**src/rtl/nibble_collector_pkg.sv**
```systemverilog
`default_nettype none
// ============================================================================
//  Module   : nibble_pkg
//  Purpose  : Shared lane/word types and constants for the nibble collector
//             and the downstream 4-lane sorter stage.
//  Contents : LANE_W, LANES, lane_t, word_t, PAD_LANE, LEN_W, state_t
//  Revision : 1.0 - initial release
// ============================================================================
package nibble_pkg;

  localparam int LANE_W = 4;
  localparam int LANES  = 4;
  localparam int LEN_W  = $clog2(LANES + 1);

  typedef logic [LANE_W-1:0]       lane_t;
  typedef logic [LANES*LANE_W-1:0] word_t;

  // Padding sorts to the top lanes because it is the largest lane value.
  localparam lane_t PAD_LANE = '1;

  typedef enum logic [0:0] {
    FILL = 1'b0,   // collecting nibbles into acc
    HOLD = 1'b1    // acc holds a finished word waiting for the out register
  } state_t;

endpackage
`default_nettype wire

```
**src/rtl/nibble_collector_if.sv**
```systemverilog
`default_nettype none
// ============================================================================
//  Module   : nibble_collector_if
//  Purpose  : Nibble input stream plus packed-word output stream.
//  Signals  : in_valid/in_ready/in_data/in_last   - nibble stream
//             out_valid/out_ready/out_data/out_len - packed word stream
//  Modports : slave  - the collector
//             master - the environment feeding/draining it
//  Revision : 1.0 - initial release
// ============================================================================
interface nibble_collector_if
  import nibble_pkg::*;
#(
  parameter int W = LANE_W,
  parameter int N = LANES
) ();

  logic                   in_valid;
  logic                   in_ready;
  logic [W-1:0]           in_data;
  logic                   in_last;
  logic                   out_valid;
  logic                   out_ready;
  logic [N*W-1:0]         out_data;
  logic [$clog2(N+1)-1:0] out_len;

  modport slave (
    input  in_valid, in_data, in_last, out_ready,
    output in_ready, out_valid, out_data, out_len
  );

  modport master (
    output in_valid, in_data, in_last, out_ready,
    input  in_ready, out_valid, out_data, out_len
  );

endinterface
`default_nettype wire

```
**src/rtl/nibble_collector_word_out_reg.sv**
```systemverilog
`default_nettype none
// ============================================================================
//  Module   : word_out_reg
//  Purpose  : Valid/ready output register. A load always wins (so a load in
//             the same cycle as an out-transfer keeps o_valid high); without
//             a load, an out-transfer clears o_valid. Data/len hold otherwise.
//  Ports    : clk, nrst (sync, active low), i_load, i_data, i_len,
//             i_ready (downstream ready), o_valid, o_data, o_len
//  Revision : 1.0 - initial release
// ============================================================================
module word_out_reg
  import nibble_pkg::*;
#(
  parameter int DW = LANES * LANE_W,
  parameter int LW = LEN_W
) (
  input  wire logic          clk,
  input  wire logic          nrst,
  input  wire logic          i_load,
  input  wire logic [DW-1:0] i_data,
  input  wire logic [LW-1:0] i_len,
  input  wire logic          i_ready,
  output logic               o_valid,
  output logic [DW-1:0]      o_data,
  output logic [LW-1:0]      o_len
);

  logic          r_valid;
  logic [DW-1:0] r_data;
  logic [LW-1:0] r_len;

  always_ff @(posedge clk) begin
    if (!nrst) begin
      r_valid <= 1'b0;
      r_data  <= '0;
      r_len   <= '0;
    end else if (i_load) begin
      r_valid <= 1'b1;
      r_data  <= i_data;
      r_len   <= i_len;
    end else if (i_ready) begin
      r_valid <= 1'b0;
    end
  end

  assign o_valid = r_valid;
  assign o_data  = r_data;
  assign o_len   = r_len;

endmodule
`default_nettype wire

```
**src/rtl/nibble_collector.sv**
```systemverilog
`default_nettype none
// ============================================================================
//  Module   : nibble_collector
//  Purpose  : Packs N W-bit nibbles into one N*W-bit word (lane 0 in the LSBs)
//             for the combinational sorter. Early in_last pads the remaining
//             lanes with PAD. Two words of buffering: out register + acc.
//  Ports    : clk  - clock
//             nrst - synchronous active-low reset
//             bus  - nibble_collector_if.slave (in_* nibble stream,
//                    out_* packed word stream)
//  Revision : 1.0 - initial release
// ============================================================================
module nibble_collector
  import nibble_pkg::*;
#(
  parameter int           W   = LANE_W,
  parameter int           N   = LANES,
  parameter logic [W-1:0] PAD = {W{1'b1}}
) (
  input wire logic         clk,
  input wire logic         nrst,
  nibble_collector_if.slave bus
);

  localparam int            CW         = (N > 1) ? $clog2(N) : 1;
  localparam int            LW         = $clog2(N + 1);
  localparam logic [CW-1:0] c_CNT_LAST = CW'(N - 1);

  state_t           r_state, w_state_nxt;
  logic [CW-1:0]    r_cnt,   w_cnt_nxt;
  logic [N*W-1:0]   r_acc,   w_acc_nxt;
  logic [LW-1:0]    r_len,   w_len_nxt;
  logic             r_rdy_en;

  logic             w_in_ready;
  logic             w_in_xfer;
  logic             w_slot_free;
  logic             w_complete;
  logic [N*W-1:0]   w_word;
  logic [LW-1:0]    w_word_len;
  logic             w_load;
  logic [N*W-1:0]   w_load_data;
  logic [LW-1:0]    w_load_len;
  logic             w_out_valid;

  // r_rdy_en keeps in_ready low through the reset cycle while leaving
  // in_ready a pure function of registered state.
  assign w_in_ready  = r_rdy_en && (r_state == FILL);
  assign w_in_xfer   = bus.in_valid && w_in_ready;
  assign w_slot_free = !w_out_valid || bus.out_ready;
  assign w_complete  = (r_cnt == c_CNT_LAST) || bus.in_last;

  assign bus.in_ready  = w_in_ready;
  assign bus.out_valid = w_out_valid;

  // Finished word if the current nibble closes it: stored lanes below cnt,
  // the incoming nibble at cnt, PAD per lane above (stale acc lanes ignored).
  always_comb begin
    w_word = '0;
    for (int k = 0; k < N; k++) begin
      if (k < int'(r_cnt))
        w_word[k*W +: W] = r_acc[k*W +: W];
      else if (k == int'(r_cnt))
        w_word[k*W +: W] = bus.in_data;
      else
        w_word[k*W +: W] = PAD;
    end
    w_word_len = LW'(r_cnt) + LW'(1);
  end

  always_comb begin
    w_state_nxt = r_state;
    w_cnt_nxt   = r_cnt;
    w_acc_nxt   = r_acc;
    w_len_nxt   = r_len;
    w_load      = 1'b0;
    w_load_data = w_word;
    w_load_len  = w_word_len;
    case (r_state)
      FILL: begin
        if (w_in_xfer) begin
          if (w_complete) begin
            w_cnt_nxt = '0;
            if (w_slot_free) begin
              w_load = 1'b1;
            end else begin
              w_acc_nxt   = w_word;
              w_len_nxt   = w_word_len;
              w_state_nxt = HOLD;
            end
          end else begin
            w_acc_nxt[r_cnt*W +: W] = bus.in_data;
            w_cnt_nxt               = r_cnt + CW'(1);
          end
        end
      end
      HOLD: begin
        if (w_slot_free) begin
          w_load      = 1'b1;
          w_load_data = r_acc;
          w_load_len  = r_len;
          w_cnt_nxt   = '0;
          w_state_nxt = FILL;
        end
      end
      default: w_state_nxt = FILL;
    endcase
  end

  always_ff @(posedge clk) begin
    if (!nrst) begin
      r_state  <= FILL;
      r_cnt    <= '0;
      r_acc    <= '0;
      r_len    <= '0;
      r_rdy_en <= 1'b0;
    end else begin
      r_state  <= w_state_nxt;
      r_cnt    <= w_cnt_nxt;
      r_acc    <= w_acc_nxt;
      r_len    <= w_len_nxt;
      r_rdy_en <= 1'b1;
    end
  end

  word_out_reg #(
    .DW (N*W),
    .LW (LW)
  ) u_word_out_reg (
    .clk     (clk),
    .nrst    (nrst),
    .i_load  (w_load),
    .i_data  (w_load_data),
    .i_len   (w_load_len),
    .i_ready (bus.out_ready),
    .o_valid (w_out_valid),
    .o_data  (bus.out_data),
    .o_len   (bus.out_len)
  );

endmodule
`default_nettype wire

```
**src/flat_wrapper.sv**
```systemverilog
// flat-port wrapper written by rule: the top's interface ports become plain ports
module nibble_collector_flat import nibble_pkg::*;
#(
  parameter int           W   = LANE_W,
  parameter int           N   = LANES,
  parameter logic [W-1:0] PAD = {W{1'b1}}
)
  (clk, nrst, bus_in_valid, bus_in_data, bus_in_last, bus_out_ready, bus_in_ready, bus_out_valid, bus_out_data, bus_out_len);
  nibble_collector_if #(.W(W), .N(N)) bus_i ();
  input wire logic clk;
  input wire logic nrst;
  input wire logic [$bits(bus_i.in_valid)-1:0] bus_in_valid;
  input wire logic [$bits(bus_i.in_data)-1:0] bus_in_data;
  input wire logic [$bits(bus_i.in_last)-1:0] bus_in_last;
  input wire logic [$bits(bus_i.out_ready)-1:0] bus_out_ready;
  output wire logic [$bits(bus_i.in_ready)-1:0] bus_in_ready;
  output wire logic [$bits(bus_i.out_valid)-1:0] bus_out_valid;
  output wire logic [$bits(bus_i.out_data)-1:0] bus_out_data;
  output wire logic [$bits(bus_i.out_len)-1:0] bus_out_len;
  assign bus_i.in_valid = bus_in_valid;
  assign bus_i.in_data = bus_in_data;
  assign bus_i.in_last = bus_in_last;
  assign bus_i.out_ready = bus_out_ready;
  assign bus_in_ready = bus_i.in_ready;
  assign bus_out_valid = bus_i.out_valid;
  assign bus_out_data = bus_i.out_data;
  assign bus_out_len = bus_i.out_len;
  nibble_collector #(.W(W), .N(N), .PAD(PAD)) u_core (.clk(clk), .nrst(nrst), .bus(bus_i));
endmodule
```
**config.mk**
```make
export PLATFORM = sky130hd
export DESIGN_NAME = nibble_collector_flat
export DESIGN_NICKNAME = d
export VERILOG_FILES = /design/src/rtl/nibble_collector_pkg.sv /design/src/rtl/nibble_collector_if.sv /design/src/rtl/nibble_collector_word_out_reg.sv /design/src/rtl/nibble_collector.sv /design/src/flat_wrapper.sv
export SDC_FILE = /design/constraint.sdc
export NUM_CORES = 1
export LEC_CHECK = 0
export BUFFER_PORTS_ARGS = -buffer_cell sky130_fd_sc_hd__buf_2
export CAP_MARGIN = 20
export CORE_ASPECT_RATIO = 0.9
export CORE_MARGIN = 4
export CORE_UTILIZATION = 40
export CTS_BUF_LIST = sky130_fd_sc_hd__clkbuf_16
export CTS_CLUSTER_DIAMETER = 200
export CTS_CLUSTER_SIZE = 8
export DETAILED_ROUTE_END_ITERATION = 12
export GPL_ROUTABILITY_DRIVEN = 1
export HOLD_SLACK_MARGIN = 0.12
export PLACE_DENSITY = 0.6
export SLEW_MARGIN = 10
export SYNTH_ARGS = -nofsm -noshare
export SYNTH_HDL_FRONTEND = slang
export SYNTH_SLANG_ARGS = --single-unit
```
**constraint.sdc**
```tcl
create_clock -name clk -period 6.8 [get_ports clk]
set_input_delay 2.04 -clock clk [delete_from_list [all_inputs] [get_ports clk]]
set_output_delay 2.04 -clock clk [all_outputs]
set_load 0.05 [all_outputs]
```
* Word level (Yosys, flattened, before mapping)
Index checks and enable logic that the tools add are counted.
Word-level totals: input bits 9, output and inout bits 21, flip-flop bits (word level) 43, logic and storage cells 61
Operators by class: $lt $le $gt $ge 3, shifts and indexed selects 2, equal/unequal tests 6, bitwise logic cells 1, reduce and logical (&&, ||, !) cells 10, muxes and demuxes 28, add/sub/neg operators 3
Operators with widths (count):
- 16-bit two-way mux | 3
- 4-bit negation with 34-bit output | 1
- 4-bit by 34-bit variable shift with 16-bit output (first input constant) | 1
- 4-bit by 34-bit variable part select with 16-bit output | 1
- 4-bit two-way mux | 7
- 16-bit bitwise mux | 1
- 1-bit two-way mux | 9
- 2-bit two-way mux | 3
- 3-bit two-way mux | 2
- 2-bit == test (first input constant) | 2
- 1-bit by 2-bit < comparator with 1-bit output (first input constant) | 2
- 1-bit case mux with 2 select lines | 2
- 2-bit case mux with 2 select lines | 1
- 2-bit AND reduction | 2
- 2-bit by 1-bit adder with 3-bit output (second input constant) | 1
- 3-bit AND reduction | 1
- 2-bit by 1-bit adder with 2-bit output (second input constant) | 1
- 1-bit by 2-bit == test with 1-bit output (first input constant) | 1
- 2-bit == test (second input constant) | 1
- 1-bit logical AND | 2
- 2-bit logical NOT | 1
- 1-bit logical OR | 2
- 2-bit < comparator (first input constant) | 1
- 2-bit by 1-bit != test with 1-bit output (second input constant) | 1
- other kinds (4) | 4

* Longest topological paths before layout
Gate-level depths: netlist of run 1.
depth in word-level cells 7, mapped depth 8, depth with buffers taken out 6

* By module
A second synthesis of run 1 with hierarchy kept.
Second synthesis, totals: cells, all modules 242, area total of the unflattened synthesis 2233.4 um2
Modules (own cells, without submodules):
- nibble_collector | cells an instance 178, area an instance 1480.2 um2, instances 1, seq. area each 460.4 um2
- word_out_reg | cells an instance 64, area an instance 753.2 um2, instances 1, seq. area each 400.4 um2

* Worst setup path after synthesis of run 1
OpenSTA, ideal clock, no wires.
kind reg-to-output, start reg u_core.r_state, end out bus_in_ready, path buffers 1, path slack 3.525 ns, cell stages (with the launch flop) 3, arrival time 1.235 ns, required time 4.760 ns, path through dfxtp_1 clkbuf_1 nor2b_1
On the way: longest elaborated chain between the ends 2
Ends and longest elaborated chain:
- start, declared | RTL line nibble_collector.sv:29 | state_t r_state, w_state_nxt;
- start signal, assigned | RTL line nibble_collector.sv:118 | r_state <= w_state_nxt;
- 1-bit inverter | RTL line nibble_collector.sv:48 | assign w_in_ready = r_rdy_en && (r_state == FILL);
- 1-bit logical AND | RTL line nibble_collector.sv:48
- end, declared | RTL line flat_wrapper.sv:16 | output wire logic [$bits(bus_i.in_ready)-1:0] bus_in_ready;
Every way passes these cells.

* Worst setup path in the final report of run 1
start in bus_out_ready, end reg u_core.u_word_out_reg.r_data[12] (netlist: u_core.u_word_out_reg.o_data[12])
On the way: longest elaborated chain between the ends 5, elaborated cells between the ends (all ways) 7, classes of those cells mux: 6; reduce/logical: 1
Ends and longest elaborated chain:
- start, declared | RTL line flat_wrapper.sv:15 | input wire logic [$bits(bus_i.out_ready)-1:0] bus_out_ready;
- 1-bit logical OR (*) | RTL line nibble_collector.sv:50 | assign w_slot_free = !w_out_valid || bus.out_ready;
- 1-bit two-way mux | RTL line nibble_collector.sv:84, nibble_collector.sv:98
- 1-bit two-way mux | RTL line nibble_collector.sv:82 | if (w_complete) begin
- 1-bit two-way mux | RTL line nibble_collector.sv:81 | if (w_in_xfer) begin
- 1-bit case mux with 2 select lines | RTL line nibble_collector.sv:79 | case (r_state)
- end signal, assigned | RTL line nibble_collector_word_out_reg.sv:39 | r_data <= i_data;
- end, declared | RTL line nibble_collector_word_out_reg.sv:29 | logic [DW-1:0] r_data;
Every way passes the cells marked *; elsewhere a longest branch is shown, timed or not. A chain may end at the register's enable or synchronous reset.

==> results of run 1 <==
[metal layers]
metal | up-vias | global-route usage, %
li1 | 1165 | -
met1 | 1095 | 25.5
met2 | 71 | 30.1
met3 | 6 | 3.44
met4 | 0 | 5.35
met5 | - | 0
[kinds of logic after synthesis]
| family | Yosys count | synth area share [%] |
|---|---|---|
| AOI/OAI and AO/OA | 137 | 33.5 |
| adders and majority gates | 8 | 4.09 |
| buffers and inverters | 34 | 6.08 |
| DFF | 43 | 35.2 |
| muxes | 5 | 2.04 |
| and+or+nand+nor | 83 | 19.1 |
[state kept, by name, indices dropped and copies added, names as in the netlist]
register	flops
u_core.r_len	3
u_core.u_word_out_reg.o_valid	1
u_core.u_word_out_reg.o_data	16
u_core.u_word_out_reg.o_len	3
u_core.r_state	1
u_core.r_rdy_en	1
u_core.r_cnt	2
u_core.r_acc	16
[worst max-delay path, stage by stage]
cell      delay (ps)
buf_2            110
nor2b_1          710
nor2_1           510
o311ai_0         440
a21oi_1          110
[final timing paths]
kind | from | to | slack (ps)
max reg2reg | u_core.r_cnt[0] | u_core.u_word_out_reg.o_data[14] | 4300
min | u_core.u_word_out_reg.o_data[12] | u_core.u_word_out_reg.o_data[12] | 470
max | bus_out_ready | u_core.u_word_out_reg.o_data[12] | 3020
min reg2reg | u_core.u_word_out_reg.o_data[12] | u_core.u_word_out_reg.o_data[12] | 470
[where the power goes]
part	internal (uW)	switching [uW]	total, uW
combinational	25.6	63.3	88.9
clock	133	95.9	229
sequential	263	7.80	271
total	421	167	588
[per-stage QoR]
step | total power [uW] | utilization (%)
5_1_grt | 612 | 46.9
3_5_place_dp | 364 | 44.5
6_report | 588 | 46.9
4_1_cts | 593 | 46.9
3_3_place_gp | 363 | 44.5
2_1_floorplan | 343 | -
[cell type report]
type,instances,area (sq um)
Fill cell,584,3080
Multi-Input combinational cell,233,1440
Sequential cell,43,861
Timing Repair Buffer,32,168
Clock buffer,5,125
Tap cell,70,87.6
Inverter,6,22.5
Clock inverter,3,12.5
[cell usage after synthesis, drive strengths merged (3+ instances only)]
cell type | instances | area, sq um
nand2 | 18 | 67.6
nor2 | 11 | 41.3
nor3 | 11 | 55.1
ha | 8 | 100
or3 | 4 | 25.0
a21o | 9 | 67.6
nand3b | 3 | 22.5
a31oi | 5 | 31.3
o311ai | 4 | 35.0
clkbuf | 19 | 75.1
o211a | 3 | 30.0
o21ai | 43 | 215
dfxtp | 43 | 861
buf | 9 | 51.3
mux2i | 5 | 50.1
a21oi | 49 | 249
nor2b | 10 | 62.6
a211oi | 10 | 75.1
o21a | 3 | 22.5
nand3 | 7 | 35.0
inv | 6 | 22.5
nor3b | 10 | 86.3
==> reports/results.ini, run 1 <==
[setup_path]
worst_ep_arrival_time_ps = 3930
cp_max_fo = 16
crit_path_start_kind = primary input
cp.required_ps = 6950
end_kind = flip-flop
r2r_cells = 6
worst-setup-path-type = primary input to flip-flop

[power_and_ir_drop]
cellPowerDensity_nw_per_um2 = 217
ir_drop_uv = 126
leakage_uw = 0.00112

[yosys]
synth_edf_count = 0
syn_area_sq_um = 2450
synth-async-reset-ratio_pct = 0
syn_area_per_cell_sq_um = 7.90
syn_nets = 327
ys_types = 41
dominantRegCellSynth = dfxtp_1
ys_ff_latch = 43
synthCells = 310
yosysWarnings = 0
ys_seq_area_share_pct = 35.2

[place]
dp_slack_ps = 2830
place_area_sq_um = 2580
placed_cells = 384
dp_hpwl_mm = 4.47
portBuffers = 29
place.gp.congestion = 0.848

[global_route]
grt_max_degree = 36
grt.overflow.total = 0
grt_pass1_wl_mm = 11.2
grt_pass1_vias = 2204
antenna_found_initial = 0
grt_util_all_layers_pct = 18.6

[floorplanning]
core_area_sq_um = 5790
start_util_pct = 42.3
die_h_microns = 82.2
io_pins = 30
num_rows = 26
fp.dieW_microns = 90.5
die_area_sq_um = 7440

[clocking]
cts_hold_buf = 0
cts_resized = 0
cts_tree = done
cts_buffer_depth = 2
cts_sinks = 43
postCtsSetupBuffers = 0
path_clk_slew_ps = 60
numCtsBuffers = 5
h-tree-depth = 2
clock_latency_ps = 280
cts_root_buffer = clkbuf_16

[hold_path]
hold_depth = 2
hp-class = flip-flop to flip-flop

[layout]
nets = 338
postLayoutCellArea_sq_um = 2720
final_common_cell = a21oi_1
areaGrowthSynthToFinish_pct = 10.9
final_cells = 392
diodes = 0
final_cell_mix = a21oi_1, o21ai_0, dfxtp_1
final_layout_size_suffix_gt1_share_pct = 13.7

[timing]
slew_headroom_pct = 22.8
fmax_mhz = 264
skew_ps = 4.96
worst_slack_ps = 3020
setup_viol = 0
final-hold-violation-count = 0
tightest_slew_ps = 1150
tns_ps = 0
fin_crit_sh_pct = 55.6
hold_ws_ps = 475
timing_max_transition_violations_final = 0
fin_crit_ps = 3780
rsz0062_at_grt = false

[outcome]
status = finished, final reports clean

[route]
viasPerCell = 5.96
routed_wl_mm = 6.66
wl_met2_mm = 2.88
maxUsedRoutingLayer = met4
first_pass_iters = 5
drc = 0
ant_nets = 0
route.met3.wl_microns = 386
wl_met1_mm = 3.31
drtIter0Drc = 170
post_drt_wl_per_cell_microns = 17.0
num_vias = 2337

[flow_run]
cap_viol_max_count = 0

No activity file was read; power rests on OpenSTA's default activity.
==> inputs of run 2 (changes only) <==
==> constraint.sdc (replaced) <==
create_clock -name clk -period 3.6 [get_ports clk]
set_input_delay 1.08 -clock clk [delete_from_list [all_inputs] [get_ports clk]]
set_output_delay 1.08 -clock clk [all_outputs]
set_load 0.05 [all_outputs]
==> reports/results.ini, run 2 (synthesis gave the netlist of run 1 again) <==
[global_route]
grt_max_degree = 31  ; -14%
grt_pass1_vias = 2150  ; -2.5%
grt.overflow.total = 0  ; unchanged
grt_pass1_wl_mm = 11.2  ; +0.49%
antenna_found_initial = 0  ; unchanged
grt_util_all_layers_pct = 18.8  ; +0.23 points

[floorplanning]
die_area_sq_um = 7440  ; unchanged
core_area_sq_um = 5790  ; unchanged
fp.dieW_microns = 90.5  ; unchanged
die_h_microns = 82.2  ; unchanged
io_pins = 30  ; unchanged
start_util_pct = 42.3  ; unchanged
num_rows = 26  ; unchanged

[clocking]
path_clk_slew_ps = 60  ; about the same
cts_tree = done
numCtsBuffers = 5  ; unchanged
clock_latency_ps = 290  ; about the same
cts_root_buffer = clkbuf_16
cts_sinks = 43  ; unchanged
cts_hold_buf = 0  ; unchanged
cts_resized = 0  ; unchanged
h-tree-depth = 2  ; unchanged
cts_buffer_depth = 2  ; unchanged
postCtsSetupBuffers = 0  ; unchanged

[timing]
tightest_slew_ps = 1000  ; -153 ps
worst_slack_ps = 1060  ; -1960 ps
fmax_mhz = 394
final-hold-violation-count = 0  ; unchanged
tns_ps = 0  ; unchanged
fin_crit_sh_pct = 70.5
timing_max_transition_violations_final = 0  ; unchanged
rsz0062_at_grt = false
slew_headroom_pct = 33.1  ; +10 points
fin_crit_ps = 2540
skew_ps = 7.44  ; +2.48 ps
setup_viol = 0  ; unchanged

[route]
drc = 0  ; unchanged
viasPerCell = 5.96  ; about the same
ant_nets = 0  ; unchanged
routed_wl_mm = 6.66  ; about the same
drtIter0Drc = 126  ; -26%
post_drt_wl_per_cell_microns = 16.8  ; -0.94%
first_pass_iters = 4  ; -1
num_vias = 2362  ; +1.1%

[setup_path]
worst_ep_arrival_time_ps = 2740  ; -1190 ps
worst-setup-path-type = flip-flop to flip-flop
end_kind = flip-flop
cp_max_fo = 18  ; +2
cp-startpoint = u_core.r_cnt[1]
cp.required_ps = 3800  ; -3150 ps
crit_path_start_kind = flip-flop
timing.rr.start = u_core.r_cnt[1]

[flow_run]
cap_viol_max_count = 0  ; unchanged

[layout]
final_cell_mix = a21oi_1, o21ai_0, dfxtp_1
diodes = 0  ; unchanged
nets = 342  ; +1.2%
areaGrowthSynthToFinish_pct = 13.2
final_common_cell = a21oi_1
final_layout_size_suffix_gt1_share_pct = 15.0  ; +1.4 points

[place]
portBuffers = 29  ; unchanged
dp_slack_ps = 930  ; -1900 ps
dp_hpwl_mm = 4.45  ; -0.45%
place.gp.congestion = 0.836  ; -1.4%

[power_and_ir_drop]
leakage_uw = 0.00114  ; +2.2%
cellPowerDensity_nw_per_um2 = 429  ; +98%
ir_drop_uv = 284  ; +130%

[hold_path]
hp-class = flip-flop to flip-flop
hp-start = u_core.r_len[1]

[outcome]
status = finished, final reports clean

run 2: cell types whose count changed in the layout (fill, tap and decap cells not counted), sizes merged:
| cell | previous run | this run |
|---|---|---|
| clkinv | 1 | 2 |
| bufinv | 0 | 1 |
| buf | 32 | 36 |
| inv | 8 | 6 |
run 2: area by class of cell:
class,count,area [sq um]
sequential,43,861
clock inverter,3,38.8
clock buffer,5,125
tap,70,87.6
timing repair buffer,36,198
inverter,6,22.5
fill,574,3020
multi-input combinational,233,1440
run 2: per-layer routing:
metal  global-route usage [%]  vias to the layer above  wire (microns)
li1                         -                     1170               -
met1                     26.6                     1104            3310
met2                     28.8                       84            2810
met3                     4.08                        4             503
met4                     5.66                        0              38
met5                        0                        -               0
run 2: final timing paths:
check                                         to  slack, ps  depth (start not counted)
hold / removal    u_core.u_word_out_reg.o_len[1]        480                          2
setup / recovery  u_core.u_word_out_reg.o_len[0]       1060                          6
setup reg to reg  u_core.u_word_out_reg.o_len[0]       1060                          6
hold reg to reg   u_core.u_word_out_reg.o_len[1]        480                          2
run 2: critical path, stage by stage (launching register included):
cell and delay [ps]:
dfxtp_1 600, ha_1 440, o211ai_1 190, a21oi_2 640, buf_4 330, nor2_1 60, a211oi_1 190
run 2: metrics by stage:
stage	total power, uW	hold slack (ps)	util, %	area [sq um]	std cells
global route	1240	501	47.9	2770	396
floorplan	647	445	-	2450	310
global placement	689	471	45.0	2610	388
finish	1190	476	47.9	2770	396
CTS	1200	477	47.9	2770	396
detailed placement	690	471	45.0	2610	388
run 2: power breakdown:
group | switching, uW | internal, uW | leakage [uW]
Clock | 185 | 324 | 0.0000812
Combinational | 121 | 50.4 | 0.000710
Sequential | 12.8 | 496 | 0.000351
Total | 319 | 870 | 0.00114
==> inputs of run 3 (changes only) <==
--- a/config.mk
+++ b/config.mk
@@ -16,7 +16,7 @@
 export DETAILED_ROUTE_END_ITERATION = 12
 export GPL_ROUTABILITY_DRIVEN = 1
 export HOLD_SLACK_MARGIN = 0.12
-export PLACE_DENSITY = 0.6
+export PLACE_DENSITY = 0.63
 export SLEW_MARGIN = 10
 export SYNTH_ARGS = -nofsm -noshare
 export SYNTH_HDL_FRONTEND = slang
==> constraint.sdc (replaced) <==
create_clock -name clk -period 2.24 [get_ports clk]
set_input_delay 0.672 -clock clk [delete_from_list [all_inputs] [get_ports clk]]
set_output_delay 0.672 -clock clk [all_outputs]
set_load 0.05 [all_outputs]
==> reports/results.ini, run 3 (synthesis gave the netlist of run 1 again) <==
[power_and_ir_drop]
ir_drop_uv = 428  ; +51%
cellPowerDensity_nw_per_um2 = 703  ; +64%
leakage_uw = 0.00122  ; +6.7%

[layout]
final_common_cell = a21oi_1
final_cell_mix = a21oi_1, o21ai_0, dfxtp_1
final_util_pct = 50.1  ; +2.2 points
final_layout_size_suffix_gt1_share_pct = 18.0  ; +3.0 points
final_cells = 408  ; +3.0%
areaGrowthSynthToFinish_pct = 18.4
diodes = 0  ; unchanged
nets = 354  ; +3.5%
nFillCells = 546  ; -4.9%

[timing]
rsz0062_at_grt = false
setup_viol = 0  ; unchanged
fin_crit_sh_pct = 90.6  ; +20 points
final-hold-violation-count = 0  ; unchanged
hold_ws_ps = 476  ; -0.256 ps
tightest_slew_ps = 498  ; -502 ps
fin_crit_ps = 2030  ; -511 ps
slew_headroom_pct = 66.8  ; +34 points
fmax_mhz = 493  ; +25%
timing_max_transition_violations_final = 0  ; unchanged
tns_ps = 0  ; unchanged
skew_ps = 3.24  ; -4.20 ps

[global_route]
grt_util_all_layers_pct = 18.4  ; -0.41 points
grt_pass1_wl_mm = 11.1  ; -1.4%
grt.overflow.total = 0  ; unchanged
grt_max_degree = 30  ; -3.2%
grt_pass1_vias = 2252  ; +4.7%
antenna_found_initial = 0  ; unchanged

[clocking]
cts_tree = done
cts_buffer_depth = 2  ; unchanged
postCtsSetupBuffers = 0  ; unchanged
cts_hold_buf = 0  ; unchanged
clock_latency_ps = 280  ; about the same
cts_root_buffer = clkbuf_16
cts_sinks = 43  ; unchanged
h-tree-depth = 2  ; unchanged
numCtsBuffers = 5  ; unchanged
cts_resized = 0  ; unchanged
path_clk_slew_ps = 60  ; about the same

[route]
ant_nets = 0  ; unchanged
num_vias = 2384  ; +0.93%
drtIter0Drc = 167  ; +33%
post_drt_wl_per_cell_microns = 16.2  ; -3.9%
drc = 0  ; unchanged
first_pass_iters = 4  ; unchanged
viasPerCell = 5.84  ; -2.0%
routed_wl_mm = 6.59  ; -1.0%

[floorplanning]
num_rows = 26  ; unchanged
io_pins = 30  ; unchanged
fp.dieW_microns = 90.5  ; unchanged
die_h_microns = 82.2  ; unchanged
core_area_sq_um = 5790  ; unchanged
die_area_sq_um = 7440  ; unchanged
start_util_pct = 42.3  ; unchanged

[setup_path]
end_kind = flip-flop
crit_path_start_kind = flip-flop
rrSetupSlack_ps = 210  ; -850 ps
worst_ep_arrival_time_ps = 2240  ; -500 ps
worst-setup-path-type = flip-flop to flip-flop
cp_max_fo = 7  ; -11
cp.required_ps = 2450  ; -1350 ps

[flow_run]
cap_viol_max_count = 0  ; unchanged

[outcome]
status = finished, final reports clean

[place]
dp_hpwl_mm = 4.60  ; +3.3%
portBuffers = 29  ; unchanged
place.gp.congestion = 0.849  ; +1.5%
placed_cells = 400  ; +3.1%

[hold_path]
hp-class = flip-flop to flip-flop

run 3: worst max-delay path, cell delays in order (launching register included):
cell,delay (ps)
dfxtp_1,460
inv_1,140
ha_1,320
or4b_4,490
nor3b_4,280
a21oi_1,110
a21oi_1,160
run 3: layer usage:
metal	vias to the layer above	track usage [%]	share of wire, %
met5	-	0	0
met3	12	4.08	7.9
li1	1189	-	-
met4	0	7.49	1.6
met2	82	28.9	44
met1	1101	24.7	47
run 3: worst paths after layout:
| kind | cells after the start | endpoint | start |
|---|---|---|---|
| setup / recovery | 6 | u_core.r_acc[9] | u_core.r_cnt[1] |
| hold / removal | 2 | u_core.u_word_out_reg.o_data[13] | u_core.u_word_out_reg.o_data[13] |
| setup reg to reg | 6 | u_core.r_acc[9] | u_core.r_cnt[1] |
| hold reg to reg | 2 | u_core.u_word_out_reg.o_data[13] | u_core.u_word_out_reg.o_data[13] |
run 3: metrics by stage:
step	total power [uW]	area (sq um)	setup slack [ps]
5_1_grt	2130	2900	60.3
6_report	2040	2900	211
3_5_place_dp	1120	2710	217
3_3_place_gp	1120	2710	223
2_1_floorplan	1040	2450	124
4_1_cts	2050	2900	239
run 3: final cells by class:
type / count / area [sq um] / area share [%]
tap: 70 / 87.6 / 3.02
sequential: 43 / 861 / 29.7
clock inverter: 3 / 63.8 / 2.20
inverter: 6 / 22.5 / 0.777
multi-input combinational: 233 / 1440 / 49.6
clock buffer: 5 / 125 / 4.32
timing repair buffer: 48 / 300 / 10.4
run 3: power breakdown:
group          internal (uW)  leakage, uW  switching (uW)
clock                    635    0.0000952             295
combinational           91.9     0.000773             198
sequential               797     0.000351            20.3
total                   1520      0.00122             513
